## src/rtl/pc_seq_pkg.sv

```systemverilog
// Shared constants and state encoding for the PC fetch sequencer.
package pc_seq_pkg;

  localparam int DEF_ADDR_W  = 8;
  localparam int DEF_INSTR_W = 32;

  typedef enum logic [1:0] {
    IDLE = 2'd0,
    REQ  = 2'd1,
    HOLD = 2'd2
  } state_e;

  // Plain-vector copies of the state encoding for the FSM register.
  localparam logic [1:0] ST_IDLE = IDLE;
  localparam logic [1:0] ST_REQ  = REQ;
  localparam logic [1:0] ST_HOLD = HOLD;

endpackage

```

## src/rtl/pc_fetch_seq_if.sv

```systemverilog
// Fetch-side bus: instruction memory req/ack, decode valid/ready, execute redirect.
interface pc_fetch_seq_if #(
  parameter int ADDR_W  = 8,
  parameter int INSTR_W = 32
);
  logic               imem_req;
  logic [ADDR_W-1:0]  imem_addr;
  logic               imem_ack;
  logic [INSTR_W-1:0] imem_rdata;
  logic [INSTR_W-1:0] instr_out;
  logic [ADDR_W-1:0]  instr_pc;
  logic               instr_valid;
  logic               instr_ready;
  logic               redir_valid;
  logic [ADDR_W-1:0]  redir_addr;

  // The sequencer side.
  modport master (
    output imem_req, imem_addr, instr_out, instr_pc, instr_valid,
    input  imem_ack, imem_rdata, instr_ready, redir_valid, redir_addr
  );

  // Memory, decode and execute side.
  modport slave (
    input  imem_req, imem_addr, instr_out, instr_pc, instr_valid,
    output imem_ack, imem_rdata, instr_ready, redir_valid, redir_addr
  );
endinterface

```

## src/rtl/pc_incr.sv

```systemverilog
// Sequential-fetch PC adder; the sum wraps modulo 2^ADDR_W.
module pc_incr #(
  parameter int ADDR_W = 8,
  parameter int STEP   = 1
) (
  input  logic [ADDR_W-1:0] a,
  output logic [ADDR_W-1:0] y
);
  assign y = a + ADDR_W'(STEP);
endmodule

```

## src/rtl/pc_fetch_seq.sv

```systemverilog
// PC fetch sequencer: owns the PC, issues one imem fetch at a time, holds the
// fetched instruction for decode and applies execute redirects.
// Optional feature macro: PC_SEQ_TIMEOUT_EN (fetch-wait timeout, sticky fetch_err).
module pc_fetch_seq
  import pc_seq_pkg::*;
#(
  parameter int ADDR_W   = DEF_ADDR_W,
  parameter int INSTR_W  = DEF_INSTR_W,
  parameter int STEP     = 1,
  parameter int RESET_PC = 0,
  parameter int TIMEOUT  = 16
) (
  input  logic           clk,
  input  logic           rst,
  input  logic           start,
  input  logic           halt,
  output logic           busy,
  output logic           fetch_err,
  pc_fetch_seq_if.master bus
);

  logic [1:0]         state, next_state;
  logic [ADDR_W-1:0]  pc, next_pc, pc_plus;
  logic [INSTR_W-1:0] held_instr, next_instr;
  logic [ADDR_W-1:0]  held_pc, next_held_pc;
  logic               valid, next_valid;
  logic               req;

  pc_incr #(.ADDR_W(ADDR_W), .STEP(STEP)) u_incr (.a(pc), .y(pc_plus));

`ifdef PC_SEQ_TIMEOUT_EN
  localparam int CNT_W = (TIMEOUT > 1) ? $clog2(TIMEOUT) : 1;
  localparam logic [CNT_W-1:0] CNT_LAST = CNT_W'(TIMEOUT - 1);
  logic [CNT_W-1:0] cnt, next_cnt;
  logic             timeout_hit;
  logic             err;
`endif

  // Next-state logic; redirect outranks both ack and ready.
  always_comb begin
    next_state   = state;
    next_pc      = pc;
    next_instr   = held_instr;
    next_held_pc = held_pc;
    next_valid   = valid;
`ifdef PC_SEQ_TIMEOUT_EN
    next_cnt     = {CNT_W{1'b0}};
    timeout_hit  = 1'b0;
`endif
    case (state)
      ST_IDLE: begin
        if (bus.redir_valid) begin
          next_pc = bus.redir_addr;
        end else if (start) begin
          next_state = ST_REQ;
        end else begin
          next_state = ST_IDLE;
        end
      end
      ST_REQ: begin
        if (bus.redir_valid) begin
          next_pc    = bus.redir_addr;
          next_valid = 1'b0;
          next_state = ST_REQ;
        end else if (bus.imem_ack) begin
          next_instr   = bus.imem_rdata;
          next_held_pc = pc;
          next_pc      = pc_plus;
          next_valid   = 1'b1;
          next_state   = ST_HOLD;
        end else begin
`ifdef PC_SEQ_TIMEOUT_EN
          if (cnt == CNT_LAST) begin
            timeout_hit = 1'b1;
            next_state  = ST_IDLE;
          end else begin
            next_cnt   = cnt + {{(CNT_W-1){1'b0}}, 1'b1};
            next_state = ST_REQ;
          end
`else
          next_state = ST_REQ;
`endif
        end
      end
      ST_HOLD: begin
        if (bus.redir_valid) begin
          next_pc    = bus.redir_addr;
          next_valid = 1'b0;
          next_state = ST_REQ;
        end else if (bus.instr_ready) begin
          next_valid = 1'b0;
          next_state = halt ? ST_IDLE : ST_REQ;
        end else begin
          next_state = ST_HOLD;
        end
      end
      default: begin
        next_state = ST_IDLE;
        next_valid = 1'b0;
      end
    endcase
  end

  // State, PC, held instruction and registered handshake outputs.
  always_ff @(posedge clk or posedge rst) begin
    if (rst) begin
      state      <= ST_IDLE;
      pc         <= ADDR_W'(RESET_PC);
      held_instr <= {INSTR_W{1'b0}};
      held_pc    <= {ADDR_W{1'b0}};
      valid      <= 1'b0;
      req        <= 1'b0;
      busy       <= 1'b0;
    end else begin
      state      <= next_state;
      pc         <= next_pc;
      held_instr <= next_instr;
      held_pc    <= next_held_pc;
      valid      <= next_valid;
      req        <= (next_state == ST_REQ);
      busy       <= (next_state != ST_IDLE);
    end
  end

`ifdef PC_SEQ_TIMEOUT_EN
  // Fetch-wait counter and sticky timeout flag.
  always_ff @(posedge clk or posedge rst) begin
    if (rst) begin
      cnt <= {CNT_W{1'b0}};
      err <= 1'b0;
    end else begin
      cnt <= next_cnt;
      err <= err | timeout_hit;
    end
  end
  assign fetch_err = err;
`else
  assign fetch_err = 1'b0;
`endif

  assign bus.imem_req    = req;
  assign bus.imem_addr   = pc;
  assign bus.instr_out   = held_instr;
  assign bus.instr_pc    = held_pc;
  assign bus.instr_valid = valid;

endmodule
```

## src/flat_wrapper.sv

```systemverilog
// flat-port wrapper written by rule: the top's interface ports become plain ports
module pc_fetch_seq_flat import pc_seq_pkg::*;
#(
  parameter int ADDR_W   = DEF_ADDR_W,
  parameter int INSTR_W  = DEF_INSTR_W,
  parameter int STEP     = 1,
  parameter int RESET_PC = 0,
  parameter int TIMEOUT  = 16
)
  (clk, rst, start, halt, busy, fetch_err, bus_imem_req, bus_imem_addr, bus_instr_out, bus_instr_pc, bus_instr_valid, bus_imem_ack, bus_imem_rdata, bus_instr_ready, bus_redir_valid, bus_redir_addr);
  pc_fetch_seq_if #(.ADDR_W(ADDR_W), .INSTR_W(INSTR_W)) bus_i ();
  input  logic clk;
  input  logic rst;
  input  logic start;
  input  logic halt;
  output logic busy;
  output logic fetch_err;
  output wire logic [$bits(bus_i.imem_req)-1:0] bus_imem_req;
  output wire logic [$bits(bus_i.imem_addr)-1:0] bus_imem_addr;
  output wire logic [$bits(bus_i.instr_out)-1:0] bus_instr_out;
  output wire logic [$bits(bus_i.instr_pc)-1:0] bus_instr_pc;
  output wire logic [$bits(bus_i.instr_valid)-1:0] bus_instr_valid;
  input wire logic [$bits(bus_i.imem_ack)-1:0] bus_imem_ack;
  input wire logic [$bits(bus_i.imem_rdata)-1:0] bus_imem_rdata;
  input wire logic [$bits(bus_i.instr_ready)-1:0] bus_instr_ready;
  input wire logic [$bits(bus_i.redir_valid)-1:0] bus_redir_valid;
  input wire logic [$bits(bus_i.redir_addr)-1:0] bus_redir_addr;
  assign bus_imem_req = bus_i.imem_req;
  assign bus_imem_addr = bus_i.imem_addr;
  assign bus_instr_out = bus_i.instr_out;
  assign bus_instr_pc = bus_i.instr_pc;
  assign bus_instr_valid = bus_i.instr_valid;
  assign bus_i.imem_ack = bus_imem_ack;
  assign bus_i.imem_rdata = bus_imem_rdata;
  assign bus_i.instr_ready = bus_instr_ready;
  assign bus_i.redir_valid = bus_redir_valid;
  assign bus_i.redir_addr = bus_redir_addr;
  pc_fetch_seq #(.ADDR_W(ADDR_W), .INSTR_W(INSTR_W), .STEP(STEP), .RESET_PC(RESET_PC), .TIMEOUT(TIMEOUT)) u_core (.clk(clk), .rst(rst), .start(start), .halt(halt), .busy(busy), .fetch_err(fetch_err), .bus(bus_i));
endmodule
```

## config.mk

```make
export PLATFORM = sky130hd
export DESIGN_NAME = pc_fetch_seq_flat
export DESIGN_NICKNAME = d
export VERILOG_FILES = /design/src/rtl/pc_seq_pkg.sv /design/src/rtl/pc_fetch_seq_if.sv /design/src/rtl/pc_incr.sv /design/src/rtl/pc_fetch_seq.sv /design/src/flat_wrapper.sv
export SDC_FILE = /design/constraint.sdc
export NUM_CORES = 1
export LEC_CHECK = 0
export ABC_AREA = 1
export CAP_MARGIN = 25
export CELL_PAD_IN_SITES_DETAIL_PLACEMENT = 1
export CELL_PAD_IN_SITES_GLOBAL_PLACEMENT = 1
export CORE_MARGIN = 8
export CORE_UTILIZATION = 30
export CTS_CLUSTER_DIAMETER = 100
export DETAILED_ROUTE_END_ITERATION = 10
export GPL_TIMING_DRIVEN = 0
export PLACE_DENSITY_LB_ADDON = 0.1
export RECOVER_POWER = 50
export SLEW_MARGIN = 0
export SYNTH_ARGS = -nofsm -noshare
export SYNTH_HDL_FRONTEND = slang
export SYNTH_HIERARCHICAL = 1
export SYNTH_SLANG_ARGS = --single-unit
```

## constraint.sdc

```tcl
create_clock -name clk -period 1.8 [get_ports clk]
set_input_delay 0.18 -clock clk [delete_from_list [all_inputs] [get_ports clk]]
set_output_delay 0.18 -clock clk [all_outputs]
set_load 0.02 [all_outputs]
```

== Yosys cells after proc, flatten, opt, wreduce, memory -nomap -nowiden ==
Cells that the tools add are included.
Operators by class
  add/subtract/negate cells: 1
  equal/unequal tests: 6
  muxes and demuxes: 17
  bitwise gates (word level): 2
  reduce and logical (&&, ||, !) cells: 7
Operators by type and width (number)
  $mux W8: 3
  $pmux W8 S2: 1
  $mux W2: 5
  $reduce_and A3 Y1: 3
  $add A8 B1 Y8 const B: 1
  $mux W1: 6
  $ne A3 B3 Y1 const B: 2
  $pmux W2 S3: 1
  $eq A2 B1 Y1 const B: 2
  $reduce_bool A2 Y1: 2
  $pmux W1 S3: 1
  $eq A2 B2 Y1 const B: 1
  $logic_not A2 Y1: 1
  $ne A2 B1 Y1 const B: 1
  $not A1 Y1: 2
  $reduce_or A2 Y1: 1
Storage, ports and cells
  register bits after elaboration: 53
  bits of input ports: 47
  output and inout bits: 52

== Longest topological paths before layout ==
  depth after elaboration: 5
  mapped depth: 9
  gate-level depth less buffers: 9

== Cells and area by module ==
Netlist, hierarchy kept.
Modules (own cells, without submodules)
  pc_fetch_seq: times used 1, cells each 272, area each 2232.1 µm²
  pc_incr: times used 1, cells each 28, area each 135.1 µm²

== Worst setup path before layout ==
No wires, ideal clock.
  path kind: register to register
  start point: reg u_core.pc[1], in the netlist u_core/bus.imem_addr[1]
  end point: reg u_core.pc[6], in the netlist u_core/bus.imem_addr[6]
  setup time: 117 ps
  arrival: 1249 ps
  slack: 435 ps
  cell stages (with the launch flop): 9
  path buffers: 0
  clock period less this slack: 1365 ps
  cells stage by stage: dfrtp_1 > ha_1 > nand3_1 > o21ai_1 > nand2_1 > nand3_1 > nand2_1 > nand2_1 > nand2_1
On the way
  longest elaborated chain between the ends: 4
RTL lines
  from (decl): RTL line pc_fetch_seq.sv:23  | logic [ADDR_W-1:0] pc, next_pc, pc_plus;
  from (signal assigned): RTL line pc_fetch_seq.sv:108  | pc <= ADDR_W'(RESET_PC);
  from (signal assigned): RTL line pc_fetch_seq.sv:116  | pc <= next_pc;
  $add A8 B1 Y8: RTL line pc_incr.sv:9  | assign y = a + ADDR_W'(STEP);
  named net u_core.pc_plus[6]: RTL line pc_fetch_seq.sv:23
  $mux W8: RTL line pc_fetch_seq.sv:65  | end else if (bus.imem_ack) begin
  $mux W8: RTL line pc_fetch_seq.sv:61  | if (bus.redir_valid) begin
  $pmux W8 S2: RTL line pc_fetch_seq.sv:50  | case (state)
The timed path passes the listed nets, and every way through them passes these cells. The select of a mux whose other input is x is not followed.
A chain may end at the register's enable or synchronous reset.

== Worst setup path after layout ==
  start point: reg u_core.pc[2], in the netlist u_core/bus.imem_addr[2]
  end point: out bus_imem_addr[2]
RTL lines
  to (decl): RTL line flat_wrapper.sv:19  | output wire logic [$bits(bus_i.imem_addr)-1:0] bus_imem_addr;
No word-level cell between the ends.

==> flow_metrics.py <==
metrics = {
    "detailed_routing": {
        "drc": 0,
        "met1_length_um": 3327,
        "postRouteAntennaNets": 0,
        "wirelength_um": 7303,
        "wl_per_cell_um": 14.38,
        "via_count": 2222,
        "drt_iter0_markers": 45,
        "firstDrtPassIters": 4,
        "routed.top_layer": "met4",
        "wl_met3_um": 388,
        "dr_wl_met2_um": 3532,
        "routed_via_density": 4.374,
    },
    "pwr": {
        "power_frac_comb": 0.484,
        "ir_drop_mv": 0.6981,
        "intPower_mw": 3.623,
        "switching_share": 0.3983,
        "p_leak_nw": 1.798,
        "power_per_cell_area_mw_per_mm2": 1689,
        "pwr-share-seq": 0.352,
        "clkPwrFrac": 0.163,
        "p_sw_mw": 2.398,
    },
    "clock_network": {
        "cts_max_path_buffers": 2,
        "post_cts_resized": 0,
        "clkSinkCount": 53,
        "post-cts-setup-buffers": 0,
        "h-tree-depth": 2,
        "postCtsHoldBufs": 0,
        "clk_pin_slew_ns": 0.11,
        "cts_buffers": 5,
        "insertion_delay_ns": 0.31,
        "cts_tree": "done",
        "cts-root-buf": "clkbuf_8",
    },
    "placement": {
        "gp_congestion": 0.8626,
        "dpl-instance-area_sq_mm": 0.003486,
        "dp_cells": 500,
        "pre_cts_slack_ns": 0.2437,
        "hpwl_um": 5570,
        "port_buffers": 97,
    },
    "floorplan": {
        "die-height_um": 104.8,
        "num_rows": 32,
        "start_util": 0.3079,
        "die_area_sq_mm": 0.01099,
        "die_x_um": 104.8,
        "io_pins": 99,
        "core_area_sq_mm": 0.007687,
    },
    "worst_setup_path": {
        "path_class": "reg2out",
        "worstPathCellList": "clkdlybuf4s50_1",
        "end_kind": "primary output",
        "cp-start-kind": "register",
        "cpMaxStageDelayCell": "clkdlybuf4s50_1",
        "worst_ep_required_time_ns": 1.62,
        "slowest_delay_ns": 0.66,
        "crit_buf_inv": 1,
        "cp.arrival_ns": 1.48,
        "r2r_cells": 5,
        "cp_top_family": "buffers and inverters",
        "regToRegEndpoint": "u_core/bus.imem_addr[0]$_DFFE_PP0P_",
        "rrSetupSlack_ns": 0.24,
        "cp_max_fo": 7,
        "rr_startpoint": "u_core/state[0]$_DFF_PP0_",
    },
    "sta": {
        "relSlewSlack": 0.5291,
        "worst_pin_slew_ns": 0.7017,
        "finalMaxSlewViolations": 0,
        "hold_ws_ns": 0.3727,
        "setup_tns_ns": 0,
        "hold_viol": 0,
        "min_period_ns": 1.661,
        "fin_skew_ns": 0.007402,
        "setup_violations": 0,
        "rsz0062_at_grt": "false",
        "fin_ws_ns": 0.1388,
        "period_share": 0.9229,
        "max_freq_ghz": 0.6020,
    },
    "global_routing": {
        "gr-total-overflow": 0,
        "grt_pass1_vias": 2409,
        "antenna_found_initial": 0,
        "grtUsageTotal": 0.1344,
        "grt_start_max_net_pins": 39,
        "grt_pass1_wl_um": 12340,
    },
    "layout": {
        "regArea_sq_mm": 0.001326,
        "fin_area_sq_mm": 0.003565,
        "layout.cells.non_filler": 508,
        "mostFrequentLayoutCells": "185 x nand2_1, 96 x clkdlybuf4s50_1, 53 x dfrtp_1",
        "layout_commonest_cell": "nand2_1",
        "drive_gt1_frac": 0.04926,
        "antenna_cells": 0,
        "multi_input_area_sq_um": 877.1,
        "nNetsFinal": 453,
        "fillers": 956,
        "area_delta_synth_final_pct": 50.58,
    },
    "flow_run": {
        "drv_cap": 0,
    },
    "logic_synthesis": {
        "syn-cell-area_sq_mm": 0.002367,
        "synth.distinct_cells": 18,
        "yosysWarnings": 6,
        "synth_seq_area_share": 0.5603,
        "synthCells": 300,
        "avgSynthCellArea_sq_um": 7.891,
        "ys_ff_latch": 53,
        "syn-num-nets": 348,
    },
    "worst_hold_path": {
        "hold_class": "in2async",
    },
    "run_status": {
        "status": "completed",
    },
}
==> Yosys cell counts, drive strengths merged <==
master	n	share of area
conb	1	0.0016
nand2	185	0.29
nor2	14	0.024
buf	11	0.039
o21ai	3	0.011
nand3	13	0.027
inv	15	0.024
a21oi	1	0.0021
xnor2	2	0.0074
ha	1	0.0053
dfrtp	53	0.56
xor2	1	0.0037
==> area by class of cell <==
class,instances,share of cell area
Sequential cell,53,0.3721
Timing Repair Buffer,98,0.2745
Multi-Input combinational cell,221,0.2461
Tap cell,102,0.03580
Clock buffer,5,0.01931
Clock inverter,3,0.01931
Buffer,11,0.01720
Inverter,15,0.01580
==> cells by family after synthesis <==
kind of cell | share of synthesized area
and+or+nand+nor | 0.3462
DFF | 0.5603
buffers and inverters | 0.06236
AOI/OAI and AO/OA | 0.01321
xor gates and xnor gates | 0.01110
adders and majority gates | 0.005285
other | 0.001584
==> registers in the layout, indices dropped and copies added (netlist names) <==
signal                  flops
u_core/bus.imem_addr        8
u_core/bus.imem_req         1
u_core/bus.instr_out       32
u_core/bus.instr_pc         8
u_core/bus.instr_valid      1
u_core/busy                 1
u_core/state                2
==> per-stage QoR <==
step	power [mW]	util
floorplan	3.640	-
global placement	5.104	0.4508
detailed placement	5.176	0.4535
CTS	6.192	0.4714
global route	6.464	0.4637
finish	6.021	0.4637
==> layer usage <==
metal,up-vias,track usage
met1,1061,0.1711
met3,6,0.03931
met5,-,0
li1,1104,-
met2,51,0.2208
met4,0,0.02752
==> worst max-delay path by stage <==
stage,startpoint,endpoint,slack (ns),cells after the start
floorplan,rst,u_core/bus.imem_addr[0]$_DFFE_PP0P_,0.33,1
global placement,rst,u_core/bus.instr_pc[3]$_DFFE_PP0P_,-0.84,2
detailed placement,bus_redir_valid,u_core/bus.instr_out[10]$_DFFE_PP0P_,0.24,7
CTS,u_core/bus.imem_addr[2]$_DFFE_PP0P_,bus_imem_addr[2],0.11,1
global route,u_core/bus.imem_addr[2]$_DFFE_PP0P_,bus_imem_addr[2],0.06,1
finish,u_core/bus.imem_addr[2]$_DFFE_PP0P_,bus_imem_addr[2],0.14,1
==> power by group through the flow <==
stage,logic [mW],registers [mW],clock network (mW)
finish,2.92,2.12,0.983
global route,3.20,2.21,1.06
CTS,3.04,2.13,1.02
detailed placement,3.02,2.15,0
global placement,2.97,2.13,0
floorplan,0.893,2.75,0
No activity file was read; power rests on OpenSTA's default activity.
